### config.mk
export PLATFORM = sky130hd
export DESIGN_NAME = reflet_peripheral_fabric_flat
export DESIGN_NICKNAME = d
export VERILOG_FILES = /design/src/rtl/reflet_peripheral_fabric_if.sv /design/src/rtl/reflet_peripheral_fabric.sv /design/src/flat_wrapper.sv
export SDC_FILE = /design/constraint.sdc
export NUM_CORES = 1
export LEC_CHECK = 0
export ABC_AREA = 1
export ABC_CLOCK_PERIOD_IN_PS = 1800
export BUFFER_PORTS_ARGS = -buffer_cell sky130_fd_sc_hd__buf_4
export CAP_MARGIN = 15
export CORE_MARGIN = 4
export CORE_UTILIZATION = 40
export CTS_CLUSTER_SIZE = 8
export DETAILED_ROUTE_END_ITERATION = 16
export GPL_TIMING_DRIVEN = 1
export PLACE_DENSITY_LB_ADDON = 0.25
export SYNTH_ARGS = -nofsm -noshare
export SYNTH_HDL_FRONTEND = slang
export SYNTH_SLANG_ARGS = --single-unit
### constraint.sdc
create_clock -name clk -period 1.8 [get_ports clk]
set_input_delay 0.18 -clock clk [delete_from_list [all_inputs] [get_ports clk]]
set_output_delay 0.18 -clock clk [all_outputs]
set_load 0.05 [all_outputs]
### src/rtl/reflet_peripheral_fabric_if.sv
// CPU-side byte bus of the Reflet peripheral fabric.
// The CPU drives the request (master); the fabric answers with data and a
// one-cycle ready pulse (slave).
interface reflet_peripheral_fabric_if #(
  parameter int base_addr_size = 16
) ();
  logic                      enable;
  logic [base_addr_size-1:0] addr;
  logic [7:0]                data_in;
  logic                      write_en;
  logic [7:0]                data_out;
  logic                      ready;

  modport master (
    output enable,
    output addr,
    output data_in,
    output write_en,
    input  data_out,
    input  ready
  );

  modport slave (
    input  enable,
    input  addr,
    input  data_in,
    input  write_en,
    output data_out,
    output ready
  );
endinterface

### src/rtl/reflet_peripheral_fabric.sv
// Reflet peripheral fabric: decodes a CPU address window into n_slots
// equal slots, runs a registered select/ready handshake with the selected
// peripheral, records bus faults and aggregates masked slot interrupts.
// Slot 0 is the fabric's own control block (STATUS, ERR_SLOT, IRQ_MASK,
// IRQ_PEND).
// Optional feature macro: REFLET_FABRIC_TIMEOUT_EN -- when defined, a
// transaction that waits timeout_cycles cycles without slot_ready is
// aborted and flagged in STATUS bit1.
module reflet_peripheral_fabric #(
  parameter int                        base_addr_size = 16,
  parameter logic [base_addr_size-1:0] base_addr      = 16'hFF00,
  parameter int                        n_slots        = 8,
  parameter int                        slot_size_log2 = 3,
  parameter logic [7:0]                slot_present   = 8'hFF,
  parameter int                        timeout_cycles = 16
) (
  input  logic                         clk,
  input  logic                         reset,
  reflet_peripheral_fabric_if.slave    cpu,
  output logic [n_slots-1:0]           slot_sel,
  output logic [slot_size_log2-1:0]    slot_addr,
  output logic [7:0]                   slot_wdata,
  output logic                         slot_we,
  input  logic [8*n_slots-1:0]         slot_rdata,
  input  logic [n_slots-1:0]           slot_ready,
  input  logic [n_slots-1:0]           slot_irq,
  output logic                         irq,
  output logic [2:0]                   irq_id
);

  localparam logic [1:0] st_idle = 2'd0;
  localparam logic [1:0] st_wait = 2'd1;
  localparam logic [1:0] st_done = 2'd2;

  localparam logic [base_addr_size-1:0] window_size =
    base_addr_size'(n_slots << slot_size_log2);

  logic [1:0]                state_reg;
  logic [n_slots-1:0]        slot_sel_reg;
  logic [slot_size_log2-1:0] slot_addr_reg;
  logic [7:0]                slot_wdata_reg;
  logic                      slot_we_reg;
  logic [2:0]                cur_slot_reg;
  logic [7:0]                rdata_reg;
  logic [1:0]                status_reg;
  logic [1:0]                status_next;
  logic [1:0]                status_set;
  logic [1:0]                status_clr;
  logic [2:0]                err_slot_reg;
  logic [n_slots-1:0]        irq_mask_reg;
  logic                      irq_reg;
  logic [2:0]                irq_id_reg;

  logic [base_addr_size-1:0] offset;
  logic                      in_window;
  logic [2:0]                req_slot;
  logic [slot_size_log2-1:0] req_reg;
  logic                      req_idle;
  logic                      req_internal;
  logic                      req_absent;
  logic [7:0]                int_rdata;
  logic [n_slots-1:0]        pend;
  logic [2:0]                pend_id;
  logic                      cur_ready;
  logic                      timeout_hit;

  // Bit 0 of slot_irq belongs to the internal slot and carries no meaning.
  logic unused_slot_irq0;
  assign unused_slot_irq0 = slot_irq[0];

  // Window decode; the window base is aligned so the offset splits cleanly.
  assign offset       = cpu.addr - base_addr;
  assign in_window    = cpu.enable && (cpu.addr >= base_addr) && (offset < window_size);
  assign req_slot     = offset[slot_size_log2 +: 3];
  assign req_reg      = offset[slot_size_log2-1:0];
  assign req_idle     = (state_reg == st_idle) && in_window;
  assign req_internal = req_idle && (req_slot == 3'd0);
  assign req_absent   = req_idle && (req_slot != 3'd0) && !slot_present[req_slot];
  assign cur_ready    = slot_ready[cur_slot_reg];

`ifdef REFLET_FABRIC_TIMEOUT_EN
  logic [7:0] count_reg;

  // Count WAIT cycles; any other state rearms the counter at zero.
  always_ff @(posedge clk) begin
    if (!reset) begin
      count_reg <= 8'd0;
    end else if (state_reg == st_wait) begin
      count_reg <= count_reg + 8'd1;
    end else begin
      count_reg <= 8'd0;
    end
  end

  assign timeout_hit = (state_reg == st_wait) && (count_reg == 8'(timeout_cycles - 1));
`else
  localparam int unused_timeout_cycles = timeout_cycles;
  assign timeout_hit = 1'b0;
`endif

  // Control-block read mux; registers 4 and up read as zero.
  always_comb begin
    int_rdata = 8'h00;
    if (32'(req_reg) < 4) begin
      case (req_reg[1:0])
        2'd0:    int_rdata = {6'b0, status_reg};
        2'd1:    int_rdata = {5'b0, err_slot_reg};
        2'd2:    int_rdata = 8'(irq_mask_reg);
        default: int_rdata = 8'(pend);
      endcase
    end
  end

  // Sticky fault flags: write-1-clear, with a simultaneous fault winning.
  always_comb begin
    status_set    = 2'b00;
    status_clr    = 2'b00;
    status_set[0] = req_absent;
    status_set[1] = (state_reg == st_wait) && !cur_ready && timeout_hit;
    if (req_internal && cpu.write_en && (32'(req_reg) == 0)) begin
      status_clr = cpu.data_in[1:0];
    end
    status_next = (status_reg & ~status_clr) | status_set;
  end

  // Register the sticky fault flags.
  always_ff @(posedge clk) begin
    if (!reset) begin
      status_reg <= 2'b00;
    end else begin
      status_reg <= status_next;
    end
  end

  // Transaction FSM with the registered peripheral-side outputs.
  always_ff @(posedge clk) begin
    if (!reset) begin
      state_reg      <= st_idle;
      slot_sel_reg   <= '0;
      slot_addr_reg  <= '0;
      slot_wdata_reg <= 8'h00;
      slot_we_reg    <= 1'b0;
      cur_slot_reg   <= 3'd0;
      rdata_reg      <= 8'h00;
      err_slot_reg   <= 3'd0;
      irq_mask_reg   <= '0;
    end else begin
      case (state_reg)
        st_idle: begin
          if (req_internal) begin
            rdata_reg <= cpu.write_en ? 8'h00 : int_rdata;
            if (cpu.write_en && (32'(req_reg) == 2)) begin
              irq_mask_reg <= cpu.data_in[n_slots-1:0];
            end
            state_reg <= st_done;
          end else if (req_absent) begin
            rdata_reg    <= 8'h00;
            err_slot_reg <= req_slot;
            state_reg    <= st_done;
          end else if (req_idle) begin
            slot_sel_reg   <= {{(n_slots-1){1'b0}}, 1'b1} << req_slot;
            slot_addr_reg  <= req_reg;
            slot_wdata_reg <= cpu.data_in;
            slot_we_reg    <= cpu.write_en;
            cur_slot_reg   <= req_slot;
            state_reg      <= st_wait;
          end
        end
        st_wait: begin
          if (cur_ready) begin
            rdata_reg    <= slot_we_reg ? 8'h00 : slot_rdata[8*cur_slot_reg +: 8];
            slot_sel_reg <= '0;
            slot_we_reg  <= 1'b0;
            state_reg    <= st_done;
          end else if (timeout_hit) begin
            rdata_reg    <= 8'h00;
            slot_sel_reg <= '0;
            slot_we_reg  <= 1'b0;
            err_slot_reg <= cur_slot_reg;
            state_reg    <= st_done;
          end
        end
        st_done: begin
          state_reg <= st_idle;
        end
        default: begin
          state_reg <= st_idle;
        end
      endcase
    end
  end

  // Pending interrupts: slot 0 reflects the fault flags, others the slot lines.
  assign pend[0] = (|status_reg) & irq_mask_reg[0];
  generate
    for (genvar gi = 1; gi < n_slots; gi++) begin : g_pend
      assign pend[gi] = slot_irq[gi] & irq_mask_reg[gi];
    end
  endgenerate

  // Lowest pending slot wins; zero when nothing is pending.
  always_comb begin
    pend_id = 3'd0;
    for (int i = n_slots - 1; i >= 0; i--) begin
      if (pend[i]) begin
        pend_id = 3'(i);
      end
    end
  end

  // Register the interrupt summary one cycle behind its sources.
  always_ff @(posedge clk) begin
    if (!reset) begin
      irq_reg    <= 1'b0;
      irq_id_reg <= 3'd0;
    end else begin
      irq_reg    <= |pend;
      irq_id_reg <= pend_id;
    end
  end

  assign cpu.ready    = (state_reg == st_done);
  assign cpu.data_out = (state_reg == st_done) ? rdata_reg : 8'h00;
  assign slot_sel     = slot_sel_reg;
  assign slot_addr    = slot_addr_reg;
  assign slot_wdata   = slot_wdata_reg;
  assign slot_we      = slot_we_reg;
  assign irq          = irq_reg;
  assign irq_id       = irq_id_reg;

endmodule
### src/flat_wrapper.sv
// flat-port wrapper written by rule: the top's interface ports become plain ports
module reflet_peripheral_fabric_flat 
#(
  parameter int                        base_addr_size = 16,
  parameter logic [base_addr_size-1:0] base_addr      = 16'hFF00,
  parameter int                        n_slots        = 8,
  parameter int                        slot_size_log2 = 3,
  parameter logic [7:0]                slot_present   = 8'hFF,
  parameter int                        timeout_cycles = 16
)
  (clk, reset, slot_sel, slot_addr, slot_wdata, slot_we, slot_rdata, slot_ready, slot_irq, irq, irq_id, cpu_enable, cpu_addr, cpu_data_in, cpu_write_en, cpu_data_out, cpu_ready);
  reflet_peripheral_fabric_if #(.base_addr_size(base_addr_size)) cpu_i ();
  input  logic clk;
  input  logic reset;
  output logic [n_slots-1:0] slot_sel;
  output logic [slot_size_log2-1:0] slot_addr;
  output logic [7:0] slot_wdata;
  output logic slot_we;
  input  logic [8*n_slots-1:0] slot_rdata;
  input  logic [n_slots-1:0] slot_ready;
  input  logic [n_slots-1:0] slot_irq;
  output logic irq;
  output logic [2:0] irq_id;
  input wire logic [$bits(cpu_i.enable)-1:0] cpu_enable;
  input wire logic [$bits(cpu_i.addr)-1:0] cpu_addr;
  input wire logic [$bits(cpu_i.data_in)-1:0] cpu_data_in;
  input wire logic [$bits(cpu_i.write_en)-1:0] cpu_write_en;
  output wire logic [$bits(cpu_i.data_out)-1:0] cpu_data_out;
  output wire logic [$bits(cpu_i.ready)-1:0] cpu_ready;
  assign cpu_i.enable = cpu_enable;
  assign cpu_i.addr = cpu_addr;
  assign cpu_i.data_in = cpu_data_in;
  assign cpu_i.write_en = cpu_write_en;
  assign cpu_data_out = cpu_i.data_out;
  assign cpu_ready = cpu_i.ready;
  reflet_peripheral_fabric #(.base_addr_size(base_addr_size), .base_addr(base_addr), .n_slots(n_slots), .slot_size_log2(slot_size_log2), .slot_present(slot_present), .timeout_cycles(timeout_cycles)) u_core (.clk(clk), .reset(reset), .cpu(cpu_i), .slot_sel(slot_sel), .slot_addr(slot_addr), .slot_wdata(slot_wdata), .slot_we(slot_we), .slot_rdata(slot_rdata), .slot_ready(slot_ready), .slot_irq(slot_irq), .irq(irq), .irq_id(irq_id));
endmodule
# Word level (Yosys, flattened, before mapping)
# Memory sizes are Yosys's and may differ from the RTL's.
# Cells that the tools add are included.
dict set report totals {
  register_bits 50
  input_bits 108
  output_inout_bits 33
  mem_count 1
  word_cells 110
  rom_bits 8
}
# memory words word_bits read_ports rd_ports_with_merged_regs wr line
set memory_table {}
lappend memory_table {{(name not given)} 8 1 1 0 0 reflet_peripheral_fabric.sv:78} ;# assign req_absent = req_idle && (req_slot != 3'd0) && !slot_present[req_slot];
dict set report classes {
  bitwise_logic 14
  n_eq_ne 11
  muxes 35
  n_addsub 1
  magnitude_cmp 5
  reduce_logical 27
  shift 2
}
# operator n
set op_table {}
lappend op_table {{$mux 8} 11}
lappend op_table {{$shiftx 64x7->8} 1}
lappend op_table {{$pmux 8 s2} 2}
lappend op_table {{$pmux 8 s3} 1}
lappend op_table {{$ge 16x16->1 const B} 1}
lappend op_table {{$lt 16x7->1 const B} 1}
lappend op_table {{$sub 16x16->16 const B} 1}
lappend op_table {{$mux 2} 7}
lappend op_table {{$mux 3} 4}
lappend op_table {{$logic_and 1x1->1} 9}
lappend op_table {{$reduce_and 3->1} 3}
lappend op_table {{$and 1x1->1} 8}
lappend op_table {{$lt 3x4->1 const B} 2}
lappend op_table {{$reduce_or 8->1} 1}
lappend op_table {{$shl 1x3->8 const A} 1}
lappend op_table {{$mux 1} 7}
lappend op_table {{$logic_not 3->1} 2}
lappend op_table {{$reduce_and 5->1} 1}
lappend op_table {{$reduce_or 5->1} 1}
lappend op_table {{$eq 2x1->1 const B} 2}
lappend op_table {{$eq 2x2->1 const B} 2}
lappend op_table {{$logic_not 2->1} 2}
lappend op_table {{$ne 2x1->1 const B} 2}
lappend op_table {{$ne 2x2->1 const B} 2}
lappend op_table {{other kinds (18)} 21}

# Longest topological paths before layout
# Gate-level depths: netlist of the first run.
dict set report logic_depth {
  depth_word 11
  ltp_mapped 12
  ltp_nobuf 11
}

# Worst setup path before layout of the first run
# OpenSTA, ideal clock, no wires.
dict set report synth_timing {
  path_type {register to output}
  start {register u_core.state_reg[1]}
  end {output port cpu_data_out[0]}
  slack_ns -0.640
  path_stages_with_launch 6
  arrival_time_ns 2.260
  required_ns 1.620
  path_buffers 1
  path_cell_list {dfxtp_1 -> inv_1 -> clkbuf_1 -> nor2_1 -> inv_1 -> nor2_1}
}
dict set report synth_between {
  elab_chain_len 2
}
# element line
set synth_rtl {}
lappend synth_rtl {{start, declared} reflet_peripheral_fabric.sv:38} ;# logic [1:0] state_reg;
lappend synth_rtl {{start signal, assigned} reflet_peripheral_fabric.sv:138} ;# state_reg <= st_idle;
lappend synth_rtl {{start signal, assigned} reflet_peripheral_fabric.sv:155} ;# state_reg <= st_done;
lappend synth_rtl {{start signal, assigned} reflet_peripheral_fabric.sv:159} ;# state_reg <= st_done;
lappend synth_rtl {{$eq 2x2->1} --}
lappend synth_rtl {{net cpu_ready} flat_wrapper.sv:29} ;# output wire logic [$bits(cpu_i.ready)-1:0] cpu_ready;
lappend synth_rtl {{$mux 8} reflet_peripheral_fabric.sv:223} ;# assign cpu.data_out = (state_reg == st_done) ? rdata_reg : 8'h00;
lappend synth_rtl {{end, declared} flat_wrapper.sv:28} ;# output wire logic [$bits(cpu_i.data_out)-1:0] cpu_data_out;
# The timed path passes the listed nets, and every way through them passes these cells.

# Worst setup path after layout of the first run
dict set report layout_timing {
  start {register u_core.state_reg[1]}
  end {output port cpu_data_out[4]}
}
dict set report layout_between {
  elab_chain_len 2
}
# element line
set layout_rtl {}
lappend layout_rtl {{$eq 2x2->1} reflet_peripheral_fabric.sv:223}
lappend layout_rtl {{$mux 8} reflet_peripheral_fabric.sv:223}
# Every way passes these cells.

==> key figures, run 1 <==
Finish
  – Final instance area: 0.00425 mm^2
  – Diodes inserted: 0
  – Final cell count without fillers: 727
  – Syn-to-layout area delta: 44.7%
  – Share of cells above drive strength 1: 0.287
  – Nets: 739

Synthesis
  – Multiplexer share of the synthesized area: 0
  – Share of the synthesized area in the top cell type: 0.321
  – EDFF count, synth: 0
  – Asr flop ratio synth: 0
  – Synth top cells by count: nor2_1 (134), nand2_1 (97), nand3_1 (48)
  – Register area share after synthesis: 0.321
  – Fraction of the mapped netlist area in simple logic gates: 0.434
  – Cell count after synthesis: 495
  – Leading post-synthesis cells by cell area: dfxtp_1 (32%), nor2_1 (17%), nand2_1 (12%)
  – Synth Area in Compound Gates: 0.142
  – Xor and xnor area share after synthesis: 0
  – FF+latch count, synth: 47
  – Adder-Cell Fraction of Synth Area: 0
  – Synthesized cell area: 0.00294 mm^2
  – Synth warnings: 0
  – Avg Cell Area, Syn: 5.93 um^2
  – Distinct cells, synth: 26
  – Top_reg_cell synth: dfxtp_1
  – Syn_nets: between 600 and 700
  – Cell taking the most area after synthesis: dfxtp_1
  – Largest family of logic cells by synthesized area: simple AND/OR/NAND/NOR gates
  – Count leader, synth: nor2_1

STA
  – Final Slew Violations: 0
  – Period utilisation layout: 0.936
  – Rel. slew slack: 0.574
  – Final setup TNS: 0 ns
  – Final hold vios: 0
  – FMAX: 0.594 GHz
  – Final worst path period need: roughly 1.7 ns
  – Clk_skew: 0.00755 ns
  – Slew @ Worst Pin: roughly 0.64 ns
  – # setup viols final: 0
  – RSZ-0062 raised after global routing: no
  – Final hold slack: between 0.1 and 0.15 ns

Worst hold path
  – Hold_sp: cpu_data_in[7]
  – Hold crit path type: in2reg
  – WHS Path Cells: 3
  – Hold endpoint: u_core.slot_wdata[7]

CTS
  – TritonCTS sink count: between 40 and 50
  – CTS Buf Count: 5
  – Clk slew on worst S/H paths: 0.09 ns
  – Number of buffers inserted by hold repair at cts: 0
  – Root Driver: clkbuf_8
  – CTS max path bufs: 2
  – Setup bufs post-CTS: 0
  – CTS tree: done
  – H-tree depth: 2
  – Skew-Pair Late Insertion Delay: 0.30 ns

Route
  – DRC viols: 0
  – DRT Pass-1 Iters: 6
  – Post-DR vias/cell: 5.05
  – Via Count: 3671
  – Post-route ant nets: 0
  – WL final: 9.53 mm
  – DRT iter0 DRCs: 198
  – WL per Instance: between 10 and 15 um

Placement
  – RePlAce Congestion: 0.843
  – Placed cell area: 0.00413 mm^2
  – I/O Buffers: 139
  – Post-detail-place hpwl: about 7.6 mm
  – Inst Count DP: 720

GRT
  – First-pass GRT wire length: 15.3 mm
  – Total grt overflow: 0
  – Initial antenna violation count: 0
  – Total track usage: 0.215
  – Vias in the first global route: roughly 3500
  – Largest net degree at the start of global routing: 34

Die
  – IO Pins: between 100 and 150
  – Starting Density: 0.423
  – Core box area: 0.00694 mm^2
  – Die area: 0.00877 mm^2
  – Row cnt: 30
  – Die W: 93.7 um
  – DIE HEIGHT: 93.7 um

Critical path
  – Reg2reg path depth: 8
  – CP Capture Type: output pin
  – Reg-to-Reg End: u_core.rdata_reg[3]
  – Worst setup SP type: register
  – R2R Setup Slk: 0.16 ns
  – RR Startpoint: u_core.state_reg[1]
  – WP data required: 1.62 ns
  – Worst EP arrival: 1.50 ns
  – Crit Path Max Fanout: 8
  – Worst Setup Path Type: reg2out

Flow run
  – MaxCap Viol Count: 0

Run status
  – Status: complete, no violations

Power
  – VDD IR max: 0.435 mV
  – P per Cell Area: 490 mW/mm^2
  – Leak pwr: 2.08 nW
through the flow:
step / total power (W) / util / setup slack [ns]
3_3_place_gp: 0.00136 / 0.595 / 0.191
6_report: 0.00208 / 0.612 / 0.116
5_1_grt: 0.00217 / 0.612 / 0.0103
3_5_place_dp: 0.00136 / 0.595 / 0.107
2_1_floorplan: 0.00115 / - / 0.000620
4_1_cts: 0.00209 / 0.610 / 0.0859
routing by layer:
metal / vias up / track usage / wire length (um)
li1: 1856 / - / -
met1: 1672 / 0.252 / 3870
met2: 126 / 0.392 / 4840
met3: 17 / 0.0521 / 659
met4: 0 / 0.0529 / 166
met5: - / 0 / 0
cell usage in the layout (no fill, tap or decap), drive strengths merged:
| master | instances |
|---|---|
| o211ai | 6 |
| nor3 | 2 |
| o21bai | 1 |
| or2 | 1 |
| nor2 | 138 |
| inv | 46 |
| buf | 152 |
| nand3 | 50 |
| dfxtp | 47 |
| a311oi | 1 |
| nand2 | 98 |
| bufinv | 1 |
| a21oi | 21 |
| clkbuf | 6 |
| nand4 | 12 |
| o21ai | 49 |
where the power goes:
part           leakage [nW]  total, W  internal, W  switching [W]
Sequential            0.378   0.00104      0.00104    0.000000299
Clock                0.0513  0.000743     0.000407       0.000336
Combinational          1.65  0.000300     0.000180       0.000120
Total                  2.08   0.00208      0.00163       0.000456
layout make-up:
class	instances	area, um^2
multi-input cells	379	1770
well taps	96	120
repair buffers	152	1140
fillers	690	2700
inverters	46	173
clock inverters	1	30.0
flip-flops and latches	47	941
clock buffers	6	72.6
worst max-delay path by stage:
| stage | start | slack (ns) | to | depth (start not counted) |
|---|---|---|---|---|
| after floorplan | u_core.state_reg[1] | 0.0006 | cpu_data_out[0] | 5 |
| after global placement | u_core.state_reg[1] | 0.19 | u_core.rdata_reg[1] | 8 |
| after detailed placement | u_core.state_reg[1] | 0.11 | u_core.rdata_reg[3] | 8 |
| after CTS | u_core.state_reg[1] | 0.09 | u_core.rdata_reg[3] | 8 |
| after global routing | u_core.state_reg[1] | 0.01 | u_core.rdata_reg[4] | 10 |
| final | u_core.state_reg[1] | 0.12 | cpu_data_out[4] | 5 |
worst max-delay path: stages, from the launching register on:
cell and delay, ns:
dfxtp_1 0.32, inv_1 0.12, nor2_4 0.05, inv_1 0.47, nor2_4 0.03, buf_4 0.20
repair_timing:
action | CTS | global route
endpoints found under the setup margin | 0 | 8
hold endpoints to repair | 0 | 0
gates resized for setup | 0 | 2
logic make-up after synthesis:
| logic type | Yosys count |
|---|---|
| buffers and inverters | 69 |
| DFF | 47 |
| AOI/OAI and AO/OA | 78 |
| and+or+nand+nor | 301 |
Power figures use the tool's default switching activity.
==> inputs of run 2 (changes only) <==
Settings changed: SETUP_SLACK_MARGIN from default to 0.15.
==> key figures, run 2 (synthesis results as in run 1) <==
Run status
  – Status: complete, no violations

CTS
  – Skew-Pair Late Insertion Delay: 0.30 ns (about the same)
  – Clk slew on worst S/H paths: 0.08 ns (about the same)
  – Root Driver: clkbuf_8
  – CTS tree: done
  – TritonCTS sink count: 47 (unchanged)
  – CTS Buf Count: 5 (unchanged)
  – Number of buffers inserted by hold repair at cts: 0 (unchanged)
  – CTS max path bufs: 2 (unchanged)
  – H-tree depth: 2 (unchanged)

Die
  – Die W: 93.7 um (unchanged)
  – DIE HEIGHT: 93.7 um (unchanged)
  – Core box area: 0.00694 mm^2 (unchanged)
  – Starting Density: 0.423 (unchanged)
  – Die area: 0.00877 mm^2 (unchanged)
  – Row cnt: 30 (unchanged)
  – IO Pins: 141 (unchanged)

Worst hold path
  – WHS Path Cells: 3 (unchanged)
  – Hold_sp: cpu_data_in[4]
  – Hold crit path type: in2reg
  – Hold endpoint: u_core.slot_wdata[4]

Finish
  – Commonest non-fill, non-tap cell in the layout: buf_4
  – Nets: 742 (+0.41%)
  – Share of cells above drive strength 1: 0.300 (+0.0128)
  – Most frequent cells in the layout: buf_4 (145), nor2_1 (125), nand2_1 (95)
  – Diodes inserted: 0 (unchanged)
  – Filler cells: 668 (-3.2%)
  – Syn-to-layout area delta: 48.2%

Critical path
  – CP Capture Type: output pin
  – Worst Setup Path Type: reg2out
  – Cell mode on critical path: nor2_4
  – Worst setup SP type: register
  – Crit Path Max Fanout: 11 (+3)
  – Largest stage delay, worst path: 0.34 ns (-0.13 ns)
  – Reg2reg path depth: 8 (unchanged)
  – R2R Setup Slk: 0.28 ns (+0.12 ns)
  – RR Startpoint: u_core.state_reg[0]
  – Worst EP arrival: 1.41 ns (-0.09 ns)
  – Crit. Startpoint: u_core.state_reg[1]
  – Reg-to-Reg End: u_core.rdata_reg[3]
  – WP data required: 1.62 ns (about the same)
  – Worst-path cell chain: inv_2, nor2_4, clkinvlp_4, buf_12, nor2_4, buf_6
  – Slowest-stage cell, CP: dfxtp_2

STA
  – Period utilisation layout: 0.884 (-0.0522)
  – Final hold vios: 0 (unchanged)
  – Final worst path period need: 1.59 ns (-0.0940 ns)
  – Final hold slack: 0.123 ns (+0.00794 ns)
  – Final Slew Violations: 0 (unchanged)
  – Final setup TNS: 0 ns (unchanged)
  – Slew @ Worst Pin: 0.439 ns (-0.199 ns)
  – RSZ-0062 raised after global routing: yes
  – Rel. slew slack: 0.707 (+0.133)
  – # setup viols final: 0 (unchanged)
  – FMAX: 0.629 GHz (+5.9%)
  – Clk_skew: 0.00896 ns (+0.00141 ns)

Flow run
  – MaxCap Viol Count: 0 (unchanged)

Power
  – P per Cell Area: 482 mW/mm^2 (-1.7%)
  – VDD IR max: 0.370 mV (-15%)
  – Design Power: 0.00209 W (+0.60%)
  – Leak pwr: 2.11 nW (+1.5%)

Route
  – DRT iter0 DRCs: 172 (-13%)
  – DRT Pass-1 Iters: 5 (-1)
  – WL final: 9.64 mm (+1.1%)
  – Post-DR vias/cell: 5.00 (-1.0%)
  – DRC viols: 0 (unchanged)
  – WL per Instance: 13.2 um (+0.65%)
  – Via Count: 3648 (-0.63%)
  – Post-route ant nets: 0 (unchanged)

Placement
  – Post-detail-place hpwl: 7.63 mm (+0.48%)
  – RePlAce Congestion: 0.904 (+7.2%)
  – I/O Buffers: 139 (unchanged)

GRT
  – Total track usage: 0.211 (-0.00376)
  – Largest net degree at the start of global routing: 36 (+5.9%)
  – Vias in the first global route: 3397 (-2.3%)
  – Initial antenna violation count: 0 (unchanged)
  – First-pass GRT wire length: 15.1 mm (-1.6%)
  – Total grt overflow: 0 (unchanged)
run 2: layout make-up:
class | count | area, um^2 | area share
sequential | 47 | 943 | 0.217
inverter | 46 | 176 | 0.0406
timing repair buffer | 155 | 1220 | 0.280
clock buffer | 6 | 72.6 | 0.0167
clock inverter | 1 | 30.0 | 0.00690
multi-input combinational | 379 | 1790 | 0.411
tap | 96 | 120 | 0.0276
run 2: how the worst max path moves through the flow:
stage / endpoint / slack [ns] / cells past startpoint
global route: u_core.rdata_reg[6] / 0.08 / 10
finish: cpu_data_out[1] / 0.21 / 6
floorplan: cpu_data_out[1] / 0.02 / 5
detailed placement: u_core.rdata_reg[3] / 0.12 / 9
global placement: u_core.rdata_reg[3] / 0.23 / 8
CTS: cpu_data_out[1] / 0.19 / 6
run 2: what timing repair did:
action / CTS / global route
setup endpoints to repair: 16 / 42
resized for setup: 1 / 14
pin swaps: 0 / 2
buffers inserted: 1 / 2
run 2: worst max-delay path: cells and delay by family, from the launching register on:
kind | cells | cell delay (ns)
DFF | 1 | 0.34
and+or+nand+nor | 2 | 0.25
buffers and inverters | 4 | 0.53
run 2: through the flow:
stage                     instance area, um^2  instances  worst slack, ns   util
after floorplan                          3020        495           0.0211      -
after global placement                   4140        720            0.232  0.596
after detailed placement                 4140        720            0.121  0.596
after CTS                                4260        728            0.186  0.614
after global routing                     4350        730           0.0752  0.626
final                                    4350        730            0.210  0.626
run 2: report_power, final:
part	switching, W	total, W	internal (W)
combinational	0.000121	0.000299	0.000179
sequential	0.000000298	0.00104	0.00104
clock	0.000348	0.000756	0.000408
run 2: layer usage:
layer	wire (um)	vias to the layer above	track usage
met4	216	0	0.0686
met1	3840	1628	0.251
li1	-	1860	-
met5	0	-	0
met3	693	20	0.0401
met2	4890	140	0.381
==> inputs of run 3 (changes only) <==
Settings changed: RECOVER_POWER from default to 50.
==> key figures, run 3 (synthesis results as in run 1) <==
Run status
  – Status: complete, no violations

CTS
  – Clk slew on worst S/H paths: 0.08 ns (about the same)
  – Skew-Pair Late Insertion Delay: 0.30 ns (about the same)
  – H-tree depth: 2 (unchanged)
  – CTS tree: done
  – CTS Buf Count: 5 (unchanged)
  – Number of buffers inserted by hold repair at cts: 0 (unchanged)
  – Root Driver: clkbuf_8
  – CTS max path bufs: 2 (unchanged)
  – TritonCTS sink count: 47 (unchanged)

Critical path
  – CP Capture Type: output pin
  – Largest stage delay, worst path: 0.35 ns (about the same)
  – Crit Path Max Fanout: 11 (unchanged)
  – Worst setup SP type: register
  – Worst Setup Path Type: reg2out
  – R2R Setup Slk: 0.22 ns (-0.06 ns)
  – Worst EP arrival: 1.42 ns (about the same)
  – Cell mode on critical path: nor2_4
  – Worst-path cell chain: inv_2, nor2_4, clkinvlp_4, buf_12, nor2_4, buf_6
  – WP data required: 1.62 ns (about the same)
  – Slowest-stage cell, CP: dfxtp_1
  – CP top delay family: buffers and inverters
  – CP bufs+invs: 4 (unchanged)

Route
  – Post-route ant nets: 0 (unchanged)
  – DRT iter0 DRCs: 181 (+5.2%)
  – Post-DR vias/cell: 5.01 (+0.33%)
  – DRC viols: 0 (unchanged)
  – DRT Pass-1 Iters: 5 (unchanged)
  – WL final: 9.58 mm (-0.55%)
  – WL per Instance: 13.1 um (-0.55%)
  – Via Count: 3660 (+0.33%)

Die
  – Row cnt: 30 (unchanged)
  – Core box area: 0.00694 mm^2 (unchanged)
  – Die W: 93.7 um (unchanged)
  – DIE HEIGHT: 93.7 um (unchanged)
  – Die area: 0.00877 mm^2 (unchanged)
  – IO Pins: 141 (unchanged)
  – Starting Density: 0.423 (unchanged)

Placement
  – I/O Buffers: 139 (unchanged)
  – Post-detail-place hpwl: 7.63 mm (unchanged)
  – RePlAce Congestion: 0.904 (unchanged)
  – Placed cell area: 0.00414 mm^2 (unchanged)
  – Worst slack, placed: 0.121 ns (unchanged)

STA
  – FMAX: 0.625 GHz (-0.59%)
  – Period utilisation layout: 0.889 (+0.00523)
  – Slew @ Worst Pin: 0.622 ns (+0.182 ns)
  – Clk_skew: 0.0117 ns (+0.00275 ns)
  – Final setup margin: 0.200 ns (-0.00942 ns)
  – # setup viols final: 0 (unchanged)
  – Final hold slack: 0.125 ns (+0.00195 ns)
  – Final Slew Violations: 0 (unchanged)
  – Final hold vios: 0 (unchanged)
  – Final setup TNS: 0 ns (unchanged)
  – Final worst path period need: 1.60 ns (+0.00942 ns)
  – RSZ-0062 raised after global routing: yes
  – Rel. slew slack: 0.587 (-0.120)

GRT
  – Largest net degree at the start of global routing: 36 (unchanged)
  – Initial antenna violation count: 0 (unchanged)
  – Vias in the first global route: 3397 (unchanged)
  – First-pass GRT wire length: 15.1 mm (unchanged)
  – Total grt overflow: 0 (unchanged)
  – Total track usage: 0.211 (unchanged)

Finish
  – Diodes inserted: 0 (unchanged)
  – Nets: 742 (unchanged)
  – Core Util, Final: 0.610 (-0.0160)
  – Final instance area: 0.00424 mm^2 (-2.6%)
  – Commonest non-fill, non-tap cell in the layout: nor2_1
  – Share of cells above drive strength 1: 0.257 (-0.0426)
  – Most frequent cells in the layout: nor2_1 (126), buf_4 (121), nand2_1 (96)
  – Syn-to-layout area delta: 44.4%

Worst hold path
  – Hold crit path type: in2reg

Power
  – VDD IR max: 0.366 mV (-0.94%)
  – Leak pwr: 2.00 nW (-5.0%)
  – P per Cell Area: 493 mW/mm^2 (+2.5%)

Flow run
  – MaxCap Viol Count: 0 (unchanged)
## run 3: cell types whose count changed in the layout (fill, tap and decap cells not counted)
cell,change
nor2_1,+1
nand3_2,+2
clkbuf_1,+24
nor2_2,-1
nand2_1,+1
nand3_4,-2
dfxtp_1,+1
dfxtp_2,-1
nand2_2,-1
buf_4,-24
## run 3: power by group
| part | internal [W] | switching (W) | total, W | leakage [nW] |
|---|---|---|---|---|
| Sequential | 0.00104 | 0.000000290 | 0.00104 | 0.379 |
| Clock | 0.000408 | 0.000346 | 0.000753 | 0.0513 |
| Combinational | 0.000178 | 0.000120 | 0.000298 | 1.57 |
## run 3: final timing paths
kind | startpoint | to | cells after the start
worst min register to register | u_core.slot_sel[0] | u_core.slot_sel[0] | 2
worst max-delay path | u_core.state_reg[1] | cpu_data_out[1] | 6
worst min-delay path | cpu_data_in[4] | u_core.slot_wdata[4] | 3
worst max register to register | u_core.state_reg[0] | u_core.cur_slot_reg[0] | 6
## run 3: worst reg2reg max path, stage by stage (launching register included)
cell and delay, ns:
dfxtp_1 0.35, nor2_1 0.17, inv_1 0.10, nor2_1 0.18, nand2_1 0.30, o21ai_0 0.27, a21oi_1 0.07
## run 3: what timing repair did
action                                  CTS  global route
resized for setup                         1            14
pin swaps                                 0             2
endpoints found under the hold margin     0             0
setup buffers                             1             2
endpoints found under the setup margin   16            42
## run 3: cell type report
type | instances | area, um^2
timing repair buffer | 155 | 1130
tap | 96 | 120
fill | 698 | 2710
clock inverter | 1 | 30.0
multi-input combinational | 379 | 1770
clock buffer | 6 | 72.6
inverter | 46 | 176
sequential | 47 | 942
## run 3: metal layers
metal / share of wire / GRT usage / vias up
met5: 0 / 0 / -
met4: 0.021 / 0.0686 / 0
met3: 0.078 / 0.0401 / 18
met1: 0.40 / 0.251 / 1624
li1: - / - / 1861
met2: 0.51 / 0.381 / 157
## run 3: per-stage QoR
stage,cells,total power (W)
3_5_place_dp,720,0.00136
3_3_place_gp,720,0.00136
6_report,730,0.00209
5_1_grt,730,0.00218
4_1_cts,728,0.00211
2_1_floorplan,495,0.00115
